[src/rtl/dump_pkg.sv]
// dump_pkg: shared types and defaults for the dump-switch timing generator.
//   ST_IDLE/ST_DELAY/ST_ACTIVE : FSM state encoding (2 bits)
//   DUMP_DELAY_DEF/DUMP_PULSE_DEF : default delay and window lengths in clk_sys cycles
package dump_pkg;
    typedef enum logic [1:0] {
        ST_IDLE   = 2'd0,
        ST_DELAY  = 2'd1,
        ST_ACTIVE = 2'd2
    } dump_state_e;
    localparam int DUMP_DELAY_DEF = 16;
    localparam int DUMP_PULSE_DEF = 64;
endpackage

[src/rtl/rise_edge_det.sv]
// rise_edge_det: single-flop rising-edge detector with configurable reset value.
//   clk   : clock
//   rst_n : synchronous active-low reset, history flop loads RST_VAL
//   sig   : synchronous input
//   rise  : combinational pulse, high when sig is 1 and was 0 on the previous edge
module rise_edge_det #(
    parameter logic RST_VAL = 1'b0
) (
    input  logic clk,
    input  logic rst_n,
    input  logic sig,
    output logic rise
);
    logic sig_q, sig_d;

    always_comb sig_d = sig;

    always_ff @(posedge clk) begin
        if (!rst_n) sig_q <= RST_VAL;
        else        sig_q <= sig_d;
    end

    assign rise = sig & ~sig_q;
endmodule

[src/rtl/dump_off_gen.sv]
// dump_off_gen: delay-then-window timing generator for the Q-damping switch.
//   clk_sys     : system clock, all logic on the rising edge
//   rst_n       : synchronous active-low reset, aborts any running sequence
//   state_start : start request, only its rising edge starts a sequence
//   dump_off    : registered, high for PULSE_CYCLES cycles, DELAY_CYCLES after the start edge
module dump_off_gen
    import dump_pkg::*;
#(
    parameter int DELAY_CYCLES = DUMP_DELAY_DEF,
    parameter int PULSE_CYCLES = DUMP_PULSE_DEF,
    parameter int CNT_W        = 16
) (
    input  logic clk_sys,
    input  logic rst_n,
    input  logic state_start,
    output logic dump_off
);
    localparam longint MAX_CNT = (longint'(1) << CNT_W) - 1;

    generate
        if (PULSE_CYCLES == 0 || longint'(PULSE_CYCLES) > MAX_CNT ||
            DELAY_CYCLES < 0 || longint'(DELAY_CYCLES) > MAX_CNT) begin : g_param_err
            $error("dump_off_gen: DELAY_CYCLES/PULSE_CYCLES out of range for CNT_W");
        end
    endgenerate

    // Counters load N-1 so that the terminal zero cycle is part of the count.
    localparam logic [CNT_W-1:0] DLY_LD = CNT_W'(DELAY_CYCLES - 1);
    localparam logic [CNT_W-1:0] PLS_LD = CNT_W'(PULSE_CYCLES - 1);

    dump_state_e      state_q, state_d;
    logic [CNT_W-1:0] cnt_q, cnt_d;
    logic             dump_off_q, dump_off_d;
    logic             start_edge;

    // History flop resets to 1 so a request held high across reset release is ignored.
    rise_edge_det #(.RST_VAL(1'b1)) u_start_det (
        .clk   (clk_sys),
        .rst_n (rst_n),
        .sig   (state_start),
        .rise  (start_edge)
    );

    always_comb begin
        state_d    = state_q;
        cnt_d      = cnt_q;
        dump_off_d = dump_off_q;
        case (state_q)
            ST_IDLE: begin
                dump_off_d = 1'b0;
                if (start_edge) begin
                    state_d    = (DELAY_CYCLES == 0) ? ST_ACTIVE : ST_DELAY;
                    cnt_d      = (DELAY_CYCLES == 0) ? PLS_LD : DLY_LD;
                    dump_off_d = (DELAY_CYCLES == 0);
                end
            end
            ST_DELAY: begin
                if (cnt_q != '0) begin
                    cnt_d = cnt_q - CNT_W'(1);
                end else begin
                    state_d    = ST_ACTIVE;
                    cnt_d      = PLS_LD;
                    dump_off_d = 1'b1;
                end
            end
            ST_ACTIVE: begin
                if (cnt_q != '0) begin
                    cnt_d = cnt_q - CNT_W'(1);
                end else begin
                    state_d    = ST_IDLE;
                    dump_off_d = 1'b0;
                end
            end
            default: begin
                state_d    = ST_IDLE;
                cnt_d      = '0;
                dump_off_d = 1'b0;
            end
        endcase
    end

    always_ff @(posedge clk_sys) begin
        if (!rst_n) begin
            state_q    <= ST_IDLE;
            cnt_q      <= '0;
            dump_off_q <= 1'b0;
        end else begin
            state_q    <= state_d;
            cnt_q      <= cnt_d;
            dump_off_q <= dump_off_d;
        end
    end

    assign dump_off = dump_off_q;
endmodule

[config.mk]
export PLATFORM = sky130hd
export DESIGN_NAME = dump_off_gen
export DESIGN_NICKNAME = d
export VERILOG_FILES = /design/src/rtl/dump_pkg.sv /design/src/rtl/rise_edge_det.sv /design/src/rtl/dump_off_gen.sv
export SDC_FILE = /design/constraint.sdc
export NUM_CORES = 1
export LEC_CHECK = 0
export ABC_AREA = 1
export CORE_ASPECT_RATIO = 0.8
export CORE_MARGIN = 3
export CORE_UTILIZATION = 45
export DETAILED_ROUTE_END_ITERATION = 10
export GPL_TIMING_DRIVEN = 0
export PLACE_DENSITY = 0.61
export SETUP_SLACK_MARGIN = 0.2
export SLEW_MARGIN = 20
export SYNTH_ARGS = -nofsm -noshare
export SYNTH_HDL_FRONTEND = slang
export SYNTH_HIERARCHICAL = 1
export SYNTH_SLANG_ARGS = --single-unit
[constraint.sdc]
create_clock -name clk_sys -period 1.9 [get_ports clk_sys]
set_input_delay 0.285 -clock clk_sys [delete_from_list [all_inputs] [get_ports clk_sys]]
set_output_delay 0.285 -clock clk_sys [all_outputs]
set_load 0.02 [all_outputs]
==> run_results.csv <==
group,metric,value,unit
sta,setup_viol,0,
global_routing,grt_pass1_wl,4990,um
global_routing,antenna_found_initial,0,
synthesis,yosys.area.top_type,"dfxtp_1",
sta,grt_setup_unrepaired,"false",
placement,portBuffers,3,
critical_path,critPathArrivalTime,1.82,ns
global_routing,grt_use_total,18.9,%
power_and_ir_drop,p_clk_share,16.5,%
power_and_ir_drop,p_leak,0.692,nW
status,outcome,"completed",
die,io_pins,4,
sta,drv_slew,0,
route,viasPerCell,4.81,
power_and_ir_drop,p_seq_share,32.9,%
global_routing,overflow,0,
critical_path,startpoint_type,"flip-flop",
placement,numPlacedInstances,247,
power_and_ir_drop,p_int,0.000874,W
critical_path,path_max_fanout,7,
finish,syn2layout_area_growth,8.50,%
route,route.vias.total,1208,
power_and_ir_drop,combPwrFrac,50.7,%
clocking,cts_buffers,3,
sta,maxSlewHeadroom,60.3,%
finish,fill_cells,263,
clocking,cts_tree,"done",
die,die-area,0.00360,sq mm
sta,post-route-period-util,82.2,%
global_routing,grt_pass1_vias,1113,
clocking,clock-sinks,20,
power_and_ir_drop,switchingPower,0.000727,W
sta,fin_skew,0.00167,ns
power_and_ir_drop,p_sw_share,45.4,%
sta,worst_pin_slew,0.596,ns
synthesis,synth_top_area_share,30.6,%
synthesis,synth_fp_nets,213,
sta,setup_tns,0,ns
critical_path,cpMaxStageDelayCell,"a21oi_2",
clocking,root_buffer,"clkbuf_4",
finish,fin_cells,251,
critical_path,critPathCaptureType,"flip-flop",
synthesis,async_reset_ff_share,0,%
critical_path,path_cells,"inv_1 -> ha_1 -> nand2_1 -> nor2_1 -> nand2_1 -> nand2_1 -> a21oi_2 -> nand2_1 -> nor2_1",
sta,fmax,0.641,GHz
finish,layout-drive-gt1-share,13.5,%
placement,dp_hpwl,2240,um
route,drc,0,
synthesis,synthFlopType,"dfxtp_1",
die,initial_utilization,50.3,%
clocking,clock_latency,0.31,ns
critical_path,cp_num_buf_inv,1,
die,die_x,66.3,um
power_and_ir_drop,powerDensity,1130,mW/mm^2
synthesis,yosys_warnings,6,
finish,mostFrequentLayoutCells,"nor2_1, nand2_1, inv_1",
synthesis,syn-cell-area,0.00131,sq mm
die,dieHeight,54.3,um
route,ant_nets,0,
clocking,cts_htree_levels,1,
clocking,clkSlewWorstSetupHoldPaths,0.12,ns
die,rows,16,
global_routing,grt_max_degree,12,
sta,finalHoldViolations,0,
synthesis,synth-edff-count,0,
flow_run,drv_cap,0,
route,route.detailed.wl_per_inst,11.3,um
critical_path,slowest_delay,0.36,ns
sta,hold-worst-slack,0.517,ns
synthesis,syn_avg_cell_area,6.30,sq um
clocking,cts_setup_buffers,0,
synthesis,yosysUniqueCellTypes,24,
critical_path,worst-setup-path-type,"reg -> reg",
critical_path,critPathMostFrequentCell,"nand2_1",
worst_hold_path,hp-class,"reg -> reg",
critical_path,cp.required,2.16,ns
critical_path,critical_path.top_delay_family,"simple AND/OR/NAND/NOR gates",
synthesis,ys_top_cells_by_area,"dfxtp_1, nand2_1, nor2_1",
placement,gp_congestion,0.866,
power_and_ir_drop,peakVddDrop,0.000421,V
power_and_ir_drop,power,0.00160,W
synthesis,ys_seq_area_share,30.6,%
clocking,clock_path_buffers,2,
finish,num-nets-final,221,
finish,n_antenna_cell,0,
route,wl,2840,um
synthesis,synth-seq-cells,20,
synthesis,syn_inst,208,
die,core_area,0.00260,sq mm
route,drt_iter0_drc,53,
route,dr.pass1.iters,4,
sta,final.min_clock_period,1.56,ns
stage by stage:
stage                     instance area (sq um)  utilization (%)  worst slack, ns
final                                      1420             54.6            0.339
after floorplan                            1310                -            0.515
after global placement                     1390             53.2            0.166
after detailed placement                   1390             53.2            0.147
after CTS                                  1420             54.6            0.291
after global routing                       1420             54.6            0.219
power groups by stage:
stage                     sequential [W]  combinational, W  clock (W)
after floorplan                 0.000521          0.000656          0
after global placement          0.000533          0.000790          0
after detailed placement        0.000533          0.000803          0
after CTS                       0.000524          0.000807   0.000269
after global routing            0.000533          0.000931   0.000294
final                           0.000526          0.000811   0.000264
area by class of cell:
type	instances	area (sq um)	area share, %
Multi-Input combinational cell	159	790	55.5
Sequential cell	20	400	28.2
Inverter	27	101	7.13
Tap cell	36	45.0	3.17
Clock buffer	4	36.3	2.55
Timing Repair Buffer	3	30.0	2.11
Buffer	2	18.8	1.32
synthesized netlist by cell type (all sizes together) (2+ instances only):
library cell,instances
nor2,62
nand2,54
inv,27
dfxtp,20
nand3,11
a21oi,9
o21ai,5
nor3,4
nor3b,4
o21bai,4
ha,2
xor2,2
sequential cells by signal (all words and copies together), names as in the netlist:
name               count
cnt_q                 16
dump_off               1
state_q                2
u_start_det/sig_q      1
final timing paths:
| check | cells past startpoint | to | slack [ns] | start |
|---|---|---|---|---|
| max | 9 | cnt_q[7] | 0.34 | cnt_q[1] |
| max reg2reg | 9 | cnt_q[7] | 0.34 | cnt_q[1] |
| min reg2reg | 2 | dump_off | 0.52 | dump_off |
| min | 2 | dump_off | 0.52 | dump_off |
routing by layer:
metal	track usage, %	share of wire [%]	vias up
met4	4.73	0.28	0
met1	25.6	54	539
met5	0	0	-
met2	29.8	42	15
met3	5.13	3.2	2
li1	-	-	652
cell families (layout without fill, tap and decap cells):
family	after synthesis	count (layout)	share of synthesized area [%]
AOI/OAI and AO/OA	18	18	9.07
adders and majority gates	2	2	1.91
and+or+nand+nor	136	136	47.3
buffers and inverters	29	36	9.17
DFF	20	20	30.6
xor gates and xnor gates	3	3	2.01
worst min-delay path: stages, from the launching register on:
cell and delay, ns:
dfxtp_1 0.36, a21oi_1 0.05, nor2_1 0.08
what timing repair did:
action | CTS | global route
endpoints found under the setup margin | 0 | 6
gates resized for setup | 0 | 1
hold buffers | 0 | 0
Power figures use the tool's default switching activity.
